<file path="src/rtl/melody_pkg.sv">
// -----------------------------------------------------------------------------
// melody_pkg
// Shared types and constants for the melody sequencer:
//   - state_t   : sequencer FSM states (S_GAP only exists when MELODY_SEQ_GAP_EN
//                 is defined)
//   - entry_t   : song memory word layout {note[7:5], rest[4], beats[3:0]}
//   - NOTE_*    : note codes understood by the tone divider
//   - END_BEATS : beat count that marks the end of a song
// -----------------------------------------------------------------------------
package melody_pkg;

    localparam int ENTRY_W   = 8;
    localparam int NOTE_W    = 3;
    localparam int BEATS_W   = 4;
    localparam int NOTE_LSB  = 5;
    localparam int REST_BIT  = 4;
    localparam int BEATS_LSB = 0;

    typedef struct packed {
        logic [NOTE_W-1:0]  note;
        logic               rest;
        logic [BEATS_W-1:0] beats;
    } entry_t;

    localparam logic [NOTE_W-1:0] NOTE_C5 = 3'b000;
    localparam logic [NOTE_W-1:0] NOTE_D5 = 3'b001;
    localparam logic [NOTE_W-1:0] NOTE_E5 = 3'b010;
    localparam logic [NOTE_W-1:0] NOTE_F5 = 3'b011;
    localparam logic [NOTE_W-1:0] NOTE_G5 = 3'b100;
    localparam logic [NOTE_W-1:0] NOTE_A5 = 3'b101;

    localparam logic [BEATS_W-1:0] END_BEATS = '0;

    typedef enum logic [2:0] {
        S_IDLE  = 3'd0,
        S_FETCH = 3'd1,
        S_PLAY  = 3'd2,
`ifdef MELODY_SEQ_GAP_EN
        S_GAP   = 3'd3,
`endif
        S_DONE  = 3'd4
    } state_t;

    function automatic logic is_end_marker(input entry_t e);
        return e.beats == END_BEATS;
    endfunction

endpackage

</file>
<file path="src/rtl/melody_sequencer_beat_timer.sv">
// -----------------------------------------------------------------------------
// beat_timer
// Measures the length of one note: a tick counter runs 0..TICKS_PER_BEAT-1 and
// a beat counter, loaded with the entry's beat count, decrements at each tick
// wrap. `expired` is high for exactly the last enabled cycle of the note.
//
// Ports:
//   clk, rst_n  : clock, synchronous active-low reset
//   clear       : return both counters to zero (playback aborted)
//   load        : restart the tick counter and load load_beats
//   load_beats  : number of beats of the note about to play
//   en          : count this cycle (high while the note plays)
//   expired     : last cycle of the loaded note
// -----------------------------------------------------------------------------
module beat_timer
    import melody_pkg::*;
#(
    parameter int TICKS_PER_BEAT = 25_000_000
) (
    input  logic               clk,
    input  logic               rst_n,
    input  logic               clear,
    input  logic               load,
    input  logic [BEATS_W-1:0] load_beats,
    input  logic               en,
    output logic               expired
);

    localparam int                TICK_W    = $clog2(TICKS_PER_BEAT);
    localparam logic [TICK_W-1:0] TICK_LAST = TICK_W'(TICKS_PER_BEAT - 1);

    logic [TICK_W-1:0]  tick_cnt;
    logic [BEATS_W-1:0] beat_cnt;
    logic               tick_wrap;

    assign tick_wrap = (tick_cnt == TICK_LAST);
    assign expired   = en && tick_wrap && (beat_cnt == BEATS_W'(1));

    always_ff @(posedge clk) begin
        if (!rst_n || clear) begin
            tick_cnt <= '0;
            beat_cnt <= '0;
        end else if (load) begin
            tick_cnt <= '0;
            beat_cnt <= load_beats;
        end else if (en) begin
            if (tick_wrap) begin
                tick_cnt <= '0;
                beat_cnt <= beat_cnt - BEATS_W'(1);
            end else begin
                tick_cnt <= tick_cnt + TICK_W'(1);
            end
        end
    end

endmodule

</file>
<file path="src/rtl/melody_sequencer.sv">
// -----------------------------------------------------------------------------
// melody_sequencer
// Plays a melody stored in a small writable song memory by driving the tone
// divider's note select and an audibility gate. Each entry holds a note code,
// a rest flag and a duration in beats; a zero beat count ends the song.
//
// Build option: define MELODY_SEQ_GAP_EN to insert GAP_TICKS cycles of silence
// after every note; without it playback is legato.
//
// Ports:
//   clk, rst_n : 100 MHz clock, synchronous active-low reset
//   start      : begin playback at entry 0 (only while idle)
//   stop       : abort playback, outputs return to reset values
//   loop_en    : at end of song, restart from entry 0 instead of finishing
//   wr_en, wr_addr, wr_data : song memory write port
//   note_sel   : note code for the tone divider
//   note_en    : 1 = audible (gates the divider's output)
//   busy       : sequencer not idle
//   done       : one-cycle pulse when a non-looping song finishes
//   step       : index of the entry being played
// -----------------------------------------------------------------------------
module melody_sequencer
    import melody_pkg::*;
#(
    parameter  int TICKS_PER_BEAT = 25_000_000,
    parameter  int GAP_TICKS      = 1_000_000,
    parameter  int DEPTH          = 16,
    localparam int ADDR_W         = $clog2(DEPTH)
) (
    input  logic              clk,
    input  logic              rst_n,
    input  logic              start,
    input  logic              stop,
    input  logic              loop_en,
    input  logic              wr_en,
    input  logic [ADDR_W-1:0] wr_addr,
    input  logic [7:0]        wr_data,
    output logic [2:0]        note_sel,
    output logic              note_en,
    output logic              busy,
    output logic              done,
    output logic [ADDR_W-1:0] step
);

    // Elaboration-time parameter sanity checks.
    if (TICKS_PER_BEAT < 2) begin : g_bad_ticks
        $error("melody_sequencer: TICKS_PER_BEAT must be at least 2");
    end
    if (GAP_TICKS < 1) begin : g_bad_gap
        $error("melody_sequencer: GAP_TICKS must be at least 1");
    end
    if ((DEPTH < 2) || ((DEPTH & (DEPTH - 1)) != 0)) begin : g_bad_depth
        $error("melody_sequencer: DEPTH must be a power of two, at least 2");
    end

    state_t state;
    entry_t mem [DEPTH];
    entry_t fetch_entry;

    logic              timer_expired;
    logic              last_entry;
    logic              loop_restart;
    state_t            eos_state;
    logic [ADDR_W-1:0] eos_step;
    state_t            adv_state;
    logic [ADDR_W-1:0] adv_step;

`ifdef MELODY_SEQ_GAP_EN
    localparam int               GAP_W    = (GAP_TICKS > 1) ? $clog2(GAP_TICKS) : 1;
    localparam logic [GAP_W-1:0] GAP_LAST = GAP_W'(GAP_TICKS - 1);

    logic [GAP_W-1:0] gap_cnt;
`endif

    // NOTE: the song memory has no reset; its contents are defined only by
    // writes, which keeps it mappable onto plain RAM.
    always_ff @(posedge clk) begin
        if (wr_en) begin
            mem[wr_addr] <= entry_t'(wr_data);
        end
    end

    // Combinational read: a write in the same cycle lands at the clock edge,
    // so FETCH always sees the previous contents.
    assign fetch_entry = mem[step];

    // Where to go when the song ends, and where to go after finishing a note.
    // NOTE: every signal driven here gets a value on every path, so no latch
    // can be inferred.
    always_comb begin
        last_entry   = (step == ADDR_W'(DEPTH - 1));
        loop_restart = loop_en && (step != '0);
        eos_state    = loop_restart ? S_FETCH : S_DONE;
        eos_step     = loop_restart ? '0 : step;
        adv_state    = last_entry ? eos_state : S_FETCH;
        adv_step     = last_entry ? eos_step : step + ADDR_W'(1);
    end

    beat_timer #(
        .TICKS_PER_BEAT (TICKS_PER_BEAT)
    ) u_beat_timer (
        .clk        (clk),
        .rst_n      (rst_n),
        .clear      (stop),
        .load       (state == S_FETCH),
        .load_beats (fetch_entry.beats),
        .en         (state == S_PLAY),
        .expired    (timer_expired)
    );

    always_ff @(posedge clk) begin
        // NOTE: reset is synchronous; stop takes the same path because it must
        // restore exactly the reset values.
        if (!rst_n || stop) begin
            state    <= S_IDLE;
            note_sel <= '0;
            note_en  <= 1'b0;
            busy     <= 1'b0;
            done     <= 1'b0;
            step     <= '0;
`ifdef MELODY_SEQ_GAP_EN
            gap_cnt  <= '0;
`endif
        end else begin
            // NOTE: this default is overridden by a later non-blocking
            // assignment in the same cycle when a song finishes; the last
            // scheduled update wins.
            done <= 1'b0;
            case (state)
                S_IDLE: begin
                    if (start) begin
                        state <= S_FETCH;
                        busy  <= 1'b1;
                        step  <= '0;
                    end
                end

                S_FETCH: begin
                    if (is_end_marker(fetch_entry)) begin
                        state <= eos_state;
                        step  <= eos_step;
                        done  <= (eos_state == S_DONE);
                    end else begin
                        state    <= S_PLAY;
                        note_sel <= fetch_entry.note;
                        note_en  <= !fetch_entry.rest;
                    end
                end

                S_PLAY: begin
                    if (timer_expired) begin
                        note_en <= 1'b0;
`ifdef MELODY_SEQ_GAP_EN
                        state   <= S_GAP;
                        gap_cnt <= '0;
`else
                        state   <= adv_state;
                        step    <= adv_step;
                        done    <= (adv_state == S_DONE);
`endif
                    end
                end

`ifdef MELODY_SEQ_GAP_EN
                S_GAP: begin
                    if (gap_cnt == GAP_LAST) begin
                        state <= adv_state;
                        step  <= adv_step;
                        done  <= (adv_state == S_DONE);
                    end else begin
                        gap_cnt <= gap_cnt + GAP_W'(1);
                    end
                end
`endif

                S_DONE: begin
                    state <= S_IDLE;
                    busy  <= 1'b0;
                end

                default: begin
                    state   <= S_IDLE;
                    busy    <= 1'b0;
                    note_en <= 1'b0;
                end
            endcase
        end
    end

endmodule

</file>
<file path="config.mk">
export PLATFORM = sky130hd
export DESIGN_NAME = melody_sequencer
export DESIGN_NICKNAME = d
export VERILOG_FILES = /design/src/rtl/melody_pkg.sv /design/src/rtl/melody_sequencer_beat_timer.sv /design/src/rtl/melody_sequencer.sv
export SDC_FILE = /design/constraint.sdc
export NUM_CORES = 1
export LEC_CHECK = 0
export CORE_UTILIZATION = 35
export DETAILED_ROUTE_END_ITERATION = 10
export GPL_TIMING_DRIVEN = 0
export SLEW_MARGIN = 15
export SYNTH_ARGS = -nofsm -noshare
export SYNTH_HDL_FRONTEND = slang
export SYNTH_HIERARCHICAL = 1
export SYNTH_SLANG_ARGS = --single-unit
</file>
<file path="constraint.sdc">
create_clock -name clk -period 9.31 [get_ports clk]
set_input_delay 1.862 -clock clk [delete_from_list [all_inputs] [get_ports clk]]
set_output_delay 1.862 -clock clk [all_outputs]
set_load 0.05 [all_outputs]
</file>
Yosys cells after proc, flatten, opt, wreduce, memory -nomap -nowiden
Memory sizes are Yosys's and may differ from the RTL's. A register that Yosys moved wholly into a read port is not among the register bits. Cells that the tools add are included.

Register bits: 42. Bits in writable memories: 128. Input port bits: 18. Output and inout bits: 10. Word-level logic and storage cells: 76. Memories: 1.

Add/subtract/negate cells: 3. Equality and inequality tests: 12. Multiplexer cells: 28. Bitwise operators: 3. Reduce and logical (&&, ||, !) cells: 21.

Memory list: mem (depth 16, bits a word 8, read ports 1, clocked after memory_dff 1, wr ports 1, RTL line melody_sequencer.sv:57) `entry_t mem [DEPTH];`.

Operators with widths (count): two-way mux 4 bit (10); adder 25 x 1 -> 25 bit (second input constant) (1); equality test 25 bit (second input constant) (1); two-way mux 25 bit (1); two-way mux 3 bit (5); case mux 4 bit (3 select lines) (1); equality test 3 bit (second input constant) (3); case mux 3 bit (3 select lines) (1); inequality test 2 bit (second input constant) (4); AND reduction 2 bit (4); two-way mux 1 bit (7); OR reduction 2 bit (3); adder 4 x 1 -> 4 bit (second input constant) (1); equality test 4 x 1 -> 1 bit (second input constant) (1); equality test 4 bit (second input constant) (1); logical NOT 4 bit (1); case mux 1 bit (2 select lines) (2); AND reduction 4 bit (1); nonzero test 2 bit (2); nonzero test 4 bit (1); subtractor 4 x 1 -> 4 bit (second input constant) (1); equality test 3 x 1 -> 1 bit (second input constant) (1); equality test 3 x 2 -> 1 bit (second input constant) (1); logical AND 1 bit (3); other kinds (7) (10).

Depth between registers and ports, before layout
Gate-level depths: netlist (run 1).

Depth after elaboration: 8. Gate-level depth with buffers: 11. Depth with buffers taken out: 10.

Modules after synthesis
Netlist (run 1), hierarchy kept.

Modules (own cells, without submodules): melody_sequencer (instances 1, cells an instance 337, area each 5859.4 um^2, sequential area each 4184.0 um^2); beat_timer (instances 1, cells an instance 180, area each 1487.7 um^2, sequential area each 580.6 um^2).

Worst setup path after synthesis (run 1)
Ideal clock, no wire load.

Path kind: register to register. From: register state[0]. To: register (tool-made name). Library setup time: 78 ps. Arrival time: 3448 ps. Required time: 9232 ps. Slack: 5784 ps. Stages on the path, launching flop included: 11. Path buffers: 1. Clock period less this slack: 3526 ps. Path through: dfxtp_1 -> clkbuf_1 -> nor3b_1 -> and3_2 -> nand2_1 -> nor4_1 -> nand3b_1 -> a21oi_1 -> inv_1 -> or4_1 -> a21oi_1.

RTL lines: start, declared (RTL line melody_sequencer.sv:56) `state_t state;`; start signal, assigned (RTL line melody_sequencer.sv:140) `state <= eos_state;`; start signal, assigned (RTL line melody_sequencer.sv:157) `state <= adv_state;`.

Worst setup path after layout (run 1)
From: register state[0]. To: register step[2].

Longest elaborated chain between the ends: 5. Elaborated cells on any way between the ends: 11. Those cells by class: 5 x eq/ne; 1 x mux; 5 x reduce/logical.

Ends and longest elaborated chain: equality test 3 x 2 -> 1 bit (RTL line melody_sequencer.sv:107) `.en (state == S_PLAY),`; logical AND 1 bit (2 in series) (RTL line melody_sequencer_beat_timer.sv:37) `assign expired = en && tick_wrap && (beat_cnt == BEATS_W'(1));`; net timer_expired (RTL line melody_sequencer.sv:60) `logic timer_expired;`; inequality test 2 bit (no source line); AND reduction 4 bit (no source line); end signal, assigned (RTL line melody_sequencer.sv:141) `step <= eos_step;`; end signal, assigned (RTL line melody_sequencer.sv:158) `step <= adv_step;`; end, declared (RTL line melody_sequencer.sv:42) `output logic [ADDR_W-1:0] step`.

The timed path passes the listed nets, and every way through them passes these cells. A chain may end at the register's enable or synchronous reset.

==> run_results.csv, run 1 <==
group,metric,value,unit
sta,period_minus_slack,4.05,ns
run,drv_cap,0,
sta,max_slew.worst_pin.slew,0.972,ns
sta,max_freq,0.247,GHz
drt,drc,0,
worst_setup_path,crit_path_top_delay_cell,"nor3b_2",
power,power_density,188,nW/um^2
cts,cts_root_buffer,"clkbuf_16",
drt,wirelength,15.5,mm
cts,htree_num_levels,4,
status,status,"finished clean",
cts,numCtsBuffers,17,
worst_setup_path,startpoint,"state[0]$_SDFFE_PP0P_",
worst_setup_path,startpoint_type,"register",
drt,first_iter_violations,379,
worst_setup_path,critical_path.max_fanout,12,
worst_setup_path,r2r_start,"state[0]$_SDFFE_PP0P_",
sta,period_share,43.5,%
cells_and_area,regArea,4760,sq um
placement,globalplace.congestion,0.871,
worst_setup_path,cp.required,9.65,ns
worst_setup_path,crit_family,"simple AND/OR/NAND/NOR gates",
sta,setup_tns,0,ns
floorplanning,chipWidth,147,um
global_routing,grt.total_usage,15.4,%
synth,synth-edff-count,128,
floorplanning,initial_core_util,36.0,%
worst_hold_path,hp-class,"reg2reg",
placement,dp_hpwl,10.6,mm
floorplanning,dieHeight,147,um
cells_and_area,diodes,0,
synth,synth_cell_types,59,
power,cellLeakagePower,2.60,nW
synth,syn_area_per_cell,14.2,sq um
cells_and_area,multi_input_area,2420,sq um
sta,rsz0062_at_grt,"false",
power,total_power,0.00161,W
drt,avgViaCountPerCell,5.31,
global_routing,grt_pass1_vias,4556,
worst_setup_path,cp_common_cell,"a21oi_1",
worst_setup_path,crit_type,"reg2reg",
floorplanning,core,20400,sq um
sta,drv_slew,0,
sta,hold_viol,0,
cts,tritoncts,"yes",
synth,syn_inst,517,
cts,cts.clk_slew.worst_paths,0.07,ns
cts,cts.repair.resized,0,
synth,synth_ff_type,"edfxtp_1",
cts,cts-hold-fix-buffers,0,
drt,dr.pass1.iters,5,
synth,yosysSeqAreaShare,64.9,%
sta,setup_viol,0,
placement,portBuffers,27,
cts,cts_setup_buffers,0,
synth,synth_area,7350,sq um
worst_setup_path,endpoint_kind,"register",
global_routing,grt_max_degree,18,
synth,yosys_warnings,6,
cells_and_area,drive_gt1_share,15.8,%
cells_and_area,fillers,1894,
global_routing,grt_pass1_wl,24.9,mm
sta,skew,0.00809,ns
cts,worstSkewPairLatency,0.43,ns
cts,clk_path_buf_depth,2,
cells_and_area,area_growth_syn_to_layout,16.5,%
worst_setup_path,cp_data_arrival_time,4.39,ns
sta,slew_headroom,35.0,%
drt,vias,4488,
synth,async_reset_ff_share,0,%
cells_and_area,fin_nets,586,
worst_setup_path,slowest_delay,0.73,ns
floorplanning,io_pins,28,
global_routing,grt_overflow,0,
synth,synth_nets,540,
cts,cts.sinks,174,
worst_setup_path,path_cells,"clkbuf_1 -> nor3b_2 -> and3_2 -> nand2_1 -> nor4_1 -> nand3b_1 -> a21oi_1 -> inv_1 -> or4_1 -> a21oi_1",
drt,avgRoutedWirePerCell,18.3,um
worst_setup_path,timing.critical_path.buf_inv,2,
worst_hold_path,min_from,"note_sel[0]$_SDFFE_PP0P_",
drt,antenna_left,0,
power,ir_drop,0.000121,V
floorplanning,row_count,52,
global_routing,antenna_found_initial,0,
synth,synth-seq-cells,174,
floorplanning,dieArea,21600,sq um
==> power by group <==
group / internal, W / switching [W] / leakage, nW
sequential: 0.000844 / 0.00000408 / 1.53
combinational: 0.0000224 / 0.0000391 / 0.793
clock: 0.000379 / 0.000322 / 0.282
total: 0.00125 / 0.000366 / 2.60
==> flip-flops by register name, summed over array words and instances, names as in the netlist, named ones only <==
signal / count
busy: 1
step: 4
mem: 128
note_sel: 3
done: 1
u_beat_timer/tick_cnt: 25
u_beat_timer/beat_cnt: 4
note_en: 1
state: 3
==> final cells by class <==
type	instances	area share [%]
buffer	19	1.30
multi-input combinational	303	28.2
tap	270	3.95
timing repair buffer	27	3.16
clock buffer	17	4.97
sequential	174	55.7
inverter	21	0.921
clock inverter	14	1.80
==> per-layer routing <==
layer | vias up | track usage, % | part of all wire [%] | wire, um
met2 | 135 | 25.5 | 49 | 7620
li1 | 2091 | - | - | -
met5 | - | 0 | 0 | 0
met3 | 21 | 3.20 | 5.2 | 801
met1 | 2241 | 19.8 | 44 | 6790
met4 | 0 | 5.99 | 1.7 | 265
==> layout by cell type (no fill, tap or decap), types with 5 or more instances in the layout <==
cell,count
a21oi_1,27
and3_1,5
buf_2,7
clkbuf_1,8
clkbuf_16,17
clkdlybuf4s50_1,27
dfxtp_1,46
edfxtp_1,128
ha_1,5
inv_1,18
inv_8,5
mux2i_1,5
mux4_2,32
nand2_1,33
nand2b_1,8
nand3_1,16
nand4_1,7
nor2_1,44
nor2b_1,6
nor3_1,10
nor4_1,8
o21ai_0,11
o31ai_1,6
or3_1,7
or4_1,9
xnor2_1,11
==> worst paths after layout <==
path	depth (start not counted)	slack, ns	to
max	10	5.26	step[2]$_SDFFE_PP0N_
min	2	0.47	note_sel[0]$_SDFFE_PP0P_
max reg2reg	10	5.26	step[2]$_SDFFE_PP0N_
min reg2reg	2	0.47	note_sel[0]$_SDFFE_PP0P_
==> cells in the mapped netlist, drive strengths merged, types with 7 or more instances <==
library cell	n	share of area, %
a21oi	27	1.8
buf	11	1.1
clkbuf	8	0.41
dfxtp	46	13
edfxtp	128	52
inv	21	1.1
mux4	33	10
nand2	33	1.7
nand2b	8	0.68
nand3	18	1.4
nand4	8	0.89
nor2	44	2.2
nor3	14	0.95
nor4	9	0.85
o21ai	12	0.82
or3	7	0.60
or4	9	0.92
xnor2	11	1.3
==> tightest hold or removal path, stage by stage (launching register included) <==
cell and delay [ns]:
dfxtp_1 0.32, nand2_1 0.05, a21oi_1 0.06
==> metrics by stage <==
step | hold WS, ns | utilization, % | area, sq um | worst slack (ns) | cells
after CTS | 0.481 | 41.9 | 8560 | 5.25 | 845
after global placement | 0.460 | 38.9 | 7960 | 4.83 | 814
final | 0.473 | 41.9 | 8560 | 5.26 | 845
after global routing | 0.489 | 41.9 | 8560 | 4.87 | 845
after detailed placement | 0.472 | 39.1 | 7980 | 5.21 | 814
after floorplan | 0.455 | - | 7350 | 5.78 | 517
==> cells by family (layout without fill, tap and decap cells) <==
family	after synthesis	in the layout	synth area share [%]
xor gates and xnor gates	15	15	1.79
buffers and inverters	40	98	2.59
AOI/OAI and AO/OA	69	69	6.13
DFF	174	174	64.9
adders and majority gates	5	5	0.851
muxes	38	38	10.8
and+or+nand+nor	176	176	12.9
Note: power is estimated with default switching activity, not from simulation.
==> run 2, diff against run 1 <==
Clock period 9.31 ns to 3.9 ns, I/O delays scaled along.
==> run 2 against run 1 <==
Via count up 0.80%. Non-clock buffer count unchanged. Critical endpoint unchanged. Wire length up 0.29%. Count of clock-buffer cells in the layout unchanged. Critical path type unchanged. Sequential power up 140%. Maximum frequency up 17%.
==> run_results.csv, run 2 (synthesis gave the netlist of run 1 again) <==
group,metric,value,unit
status,status,"finished clean",
worst_setup_path,reg2reg_depth,10,
power,switching_power,0.000875,W
worst_setup_path,startpoint_type,"register",
worst_setup_path,r2r_start,"state[0]$_SDFFE_PP0P_",
power,seqPwrFrac,52.6,%
cts,clk_path_buf_depth,2,
sta,slew_headroom,33.4,%
worst_setup_path,crit_family,"simple AND/OR/NAND/NOR gates",
power,cellLeakagePower,2.60,nW
cells_and_area,top_register,"mem",
sta,hold_viol,0,
drt,first_iter_violations,371,
sta,drv_slew,0,
drt,dr.pass1.iters,7,
cells_and_area,area_growth_syn_to_layout,16.7,%
cts,tritoncts,"yes",
floorplanning,row_count,52,
cts,htree_num_levels,4,
worst_setup_path,crit_type,"reg2reg",
global_routing,grt_overflow,0,
worst_setup_path,crit_path_top_delay_cell,"nor3b_4",
worst_setup_path,endpoint_kind,"register",
cells_and_area,fin_nets,586,
global_routing,antenna_found_initial,0,
cts,cts-hold-fix-buffers,0,
sta,rsz0062_at_grt,"false",
worst_setup_path,timing.rr.end,"step[2]$_SDFFE_PP0N_",
cells_and_area,final_common_cell,"edfxtp_1",
sta,skew,0.00932,ns
drt,avgRoutedWirePerCell,18.4,um
cts,numCtsBuffers,17,
worst_setup_path,path_cells,"clkbuf_1 -> nor3b_4 -> and3_2 -> nand2_1 -> nor4_2 -> nand3b_1 -> a21oi_2 -> inv_1 -> or4_1 -> a21oi_1",
placement,dp_hpwl,10.6,mm
drt,avgViaCountPerCell,5.35,
worst_hold_path,min_from,"note_sel[0]$_SDFFE_PP0P_",
power,power_switching_share,22.7,%
worst_setup_path,slowest_delay,0.55,ns
floorplanning,initial_core_util,36.0,%
drt,vias,4524,
cells_and_area,diodes,0,
drt,antenna_left,0,
placement,portBuffers,27,
floorplanning,dieArea,21600,sq um
global_routing,grtUsageMet3,3.20,%
sta,period_minus_slack,3.45,ns
drt,wirelength,15.5,mm
global_routing,top_usage_layer,"met2",
placement,globalplace.congestion,0.871,
cells_and_area,largest_reg_flops,128,
cts,cts.sinks,174,
worst_hold_path,hp-class,"reg2reg",
global_routing,grt_use_met1,19.8,%
cts,worstSkewPairLatency,0.43,ns
floorplanning,io_pins,28,
worst_setup_path,cp.required,4.24,ns
power,clkPwrFrac,43.5,%
drt,drc,0,
floorplanning,core,20400,sq um
worst_hold_path,whs_path_depth,2,
cells_and_area,reg.largest.list,"mem (128), u_beat_timer/tick_cnt (25)",
sta,max_freq,0.290,GHz
worst_setup_path,critical_path.max_fanout,12,
cts,cts_root_buffer,"clkbuf_16",
global_routing,grt_pass1_wl,24.9,mm
power,pwr-share-comb,3.8,%
worst_setup_path,timing.critical_path.buf_inv,2,
cells_and_area,fin_cells,845,
sta,fin_ws,0.450,ns
global_routing,grt_max_degree,18,
sta,setup_viol,0,
global_routing,grt_pass1_vias,4562,
worst_hold_path,min_to,"note_sel[0]$_SDFFE_PP0P_",
run,drv_cap,0,
worst_setup_path,cp_data_arrival_time,3.79,ns
sta,max_slew.worst_pin.slew,0.996,ns
placement,dpl_worst_slack,-0.108,ns
floorplanning,dieHeight,147,um
cells_and_area,drive_gt1_share,16.2,%
worst_setup_path,regToRegSetupSlack,0.45,ns
cts,cts.clk_slew.worst_paths,0.07,ns
sta,period_share,88.5,%
floorplanning,chipWidth,147,um
global_routing,grt_use_met2,25.5,%
power,ir_drop,0.000288,V
cells_and_area,final_cell_mix,"edfxtp_1 (128), dfxtp_1 (46), nor2_1 (44)",
sta,setup_tns,0,ns
cells_and_area,fillers,1893,
power,power_density,449,nW/um^2
placement,dpl.cell_count,814,
power,p_int,0.00297,W
worst_setup_path,cp_num_cells,10,
global_routing,grt.total_usage,15.4,%
==> run 2: cell counts in the layout (fill, tap and decap cells not counted) <==
No cell type changed its count.
==> run 2: power by group through the flow <==
| stage | registers, W | clock network [W] | logic, W |
|---|---|---|---|
| after floorplan | 0.00207 | 0 | 0.0000726 |
| after CTS | 0.00203 | 0.00170 | 0.000148 |
| after global placement | 0.00206 | 0 | 0.000141 |
| after detailed placement | 0.00207 | 0 | 0.000148 |
| after global routing | 0.00203 | 0.00177 | 0.000162 |
| final | 0.00203 | 0.00168 | 0.000148 |
==> run 2: worst max path at each step <==
stage | start | slack [ns] | end
floorplan | state[0]$_SDFFE_PP0P_ | 0.37 | register
global placement | state[0]$_SDFFE_PP0P_ | -0.58 | register
detailed placement | state[0]$_SDFFE_PP0P_ | -0.11 | register
CTS | state[0]$_SDFFE_PP0P_ | 0.04 | step[2]$_SDFFE_PP0N_
global route | state[0]$_SDFFE_PP0P_ | 0.1 | register
finish | state[0]$_SDFFE_PP0P_ | 0.45 | step[2]$_SDFFE_PP0N_
==> run 2: layout make-up <==
cell class	instances	area, sq um	area share (%)
Sequential cell	174	4760	55.6
Multi-Input combinational cell	303	2430	28.4
Clock buffer	17	425	4.96
Tap cell	270	338	3.94
Timing Repair Buffer	27	270	3.15
Clock inverter	14	154	1.79
Buffer	19	111	1.30
Inverter	21	78.8	0.919
==> run 2: worst reg2reg max path: cells and delay by family, from the launching register on <==
| kind | cells | cell delay, ns |
|---|---|---|
| and+or+nand+nor | 6 | 2.19 |
| AOI/OAI and AO/OA | 2 | 0.54 |
| buffers and inverters | 2 | 0.34 |
| DFF | 1 | 0.30 |
==> run 2: layer usage <==
layer | share of wire (%) | wire length (um)
met5 | 0 | 0
met4 | 1.7 | 265
met3 | 5.1 | 793
met2 | 49 | 7620
met1 | 44 | 6850
==> run 2: per-stage QoR <==
step,hold WS [ns],utilization (%),total power (W),cell area [sq um]
after floorplan,0.455,-,0.00214,7350
after global placement,0.460,38.9,0.00221,7960
after detailed placement,0.472,39.1,0.00221,7980
after CTS,0.481,41.9,0.00387,8570
after global routing,0.489,42.0,0.00396,8580
final,0.472,42.0,0.00385,8580
==> run 2: repair_timing <==
action | in CTS | in global routing
buffers inserted | 0 | 0
cloned | 0 | 0
resized for setup | 1 | 2
endpoints found under the setup margin | 2 | 4
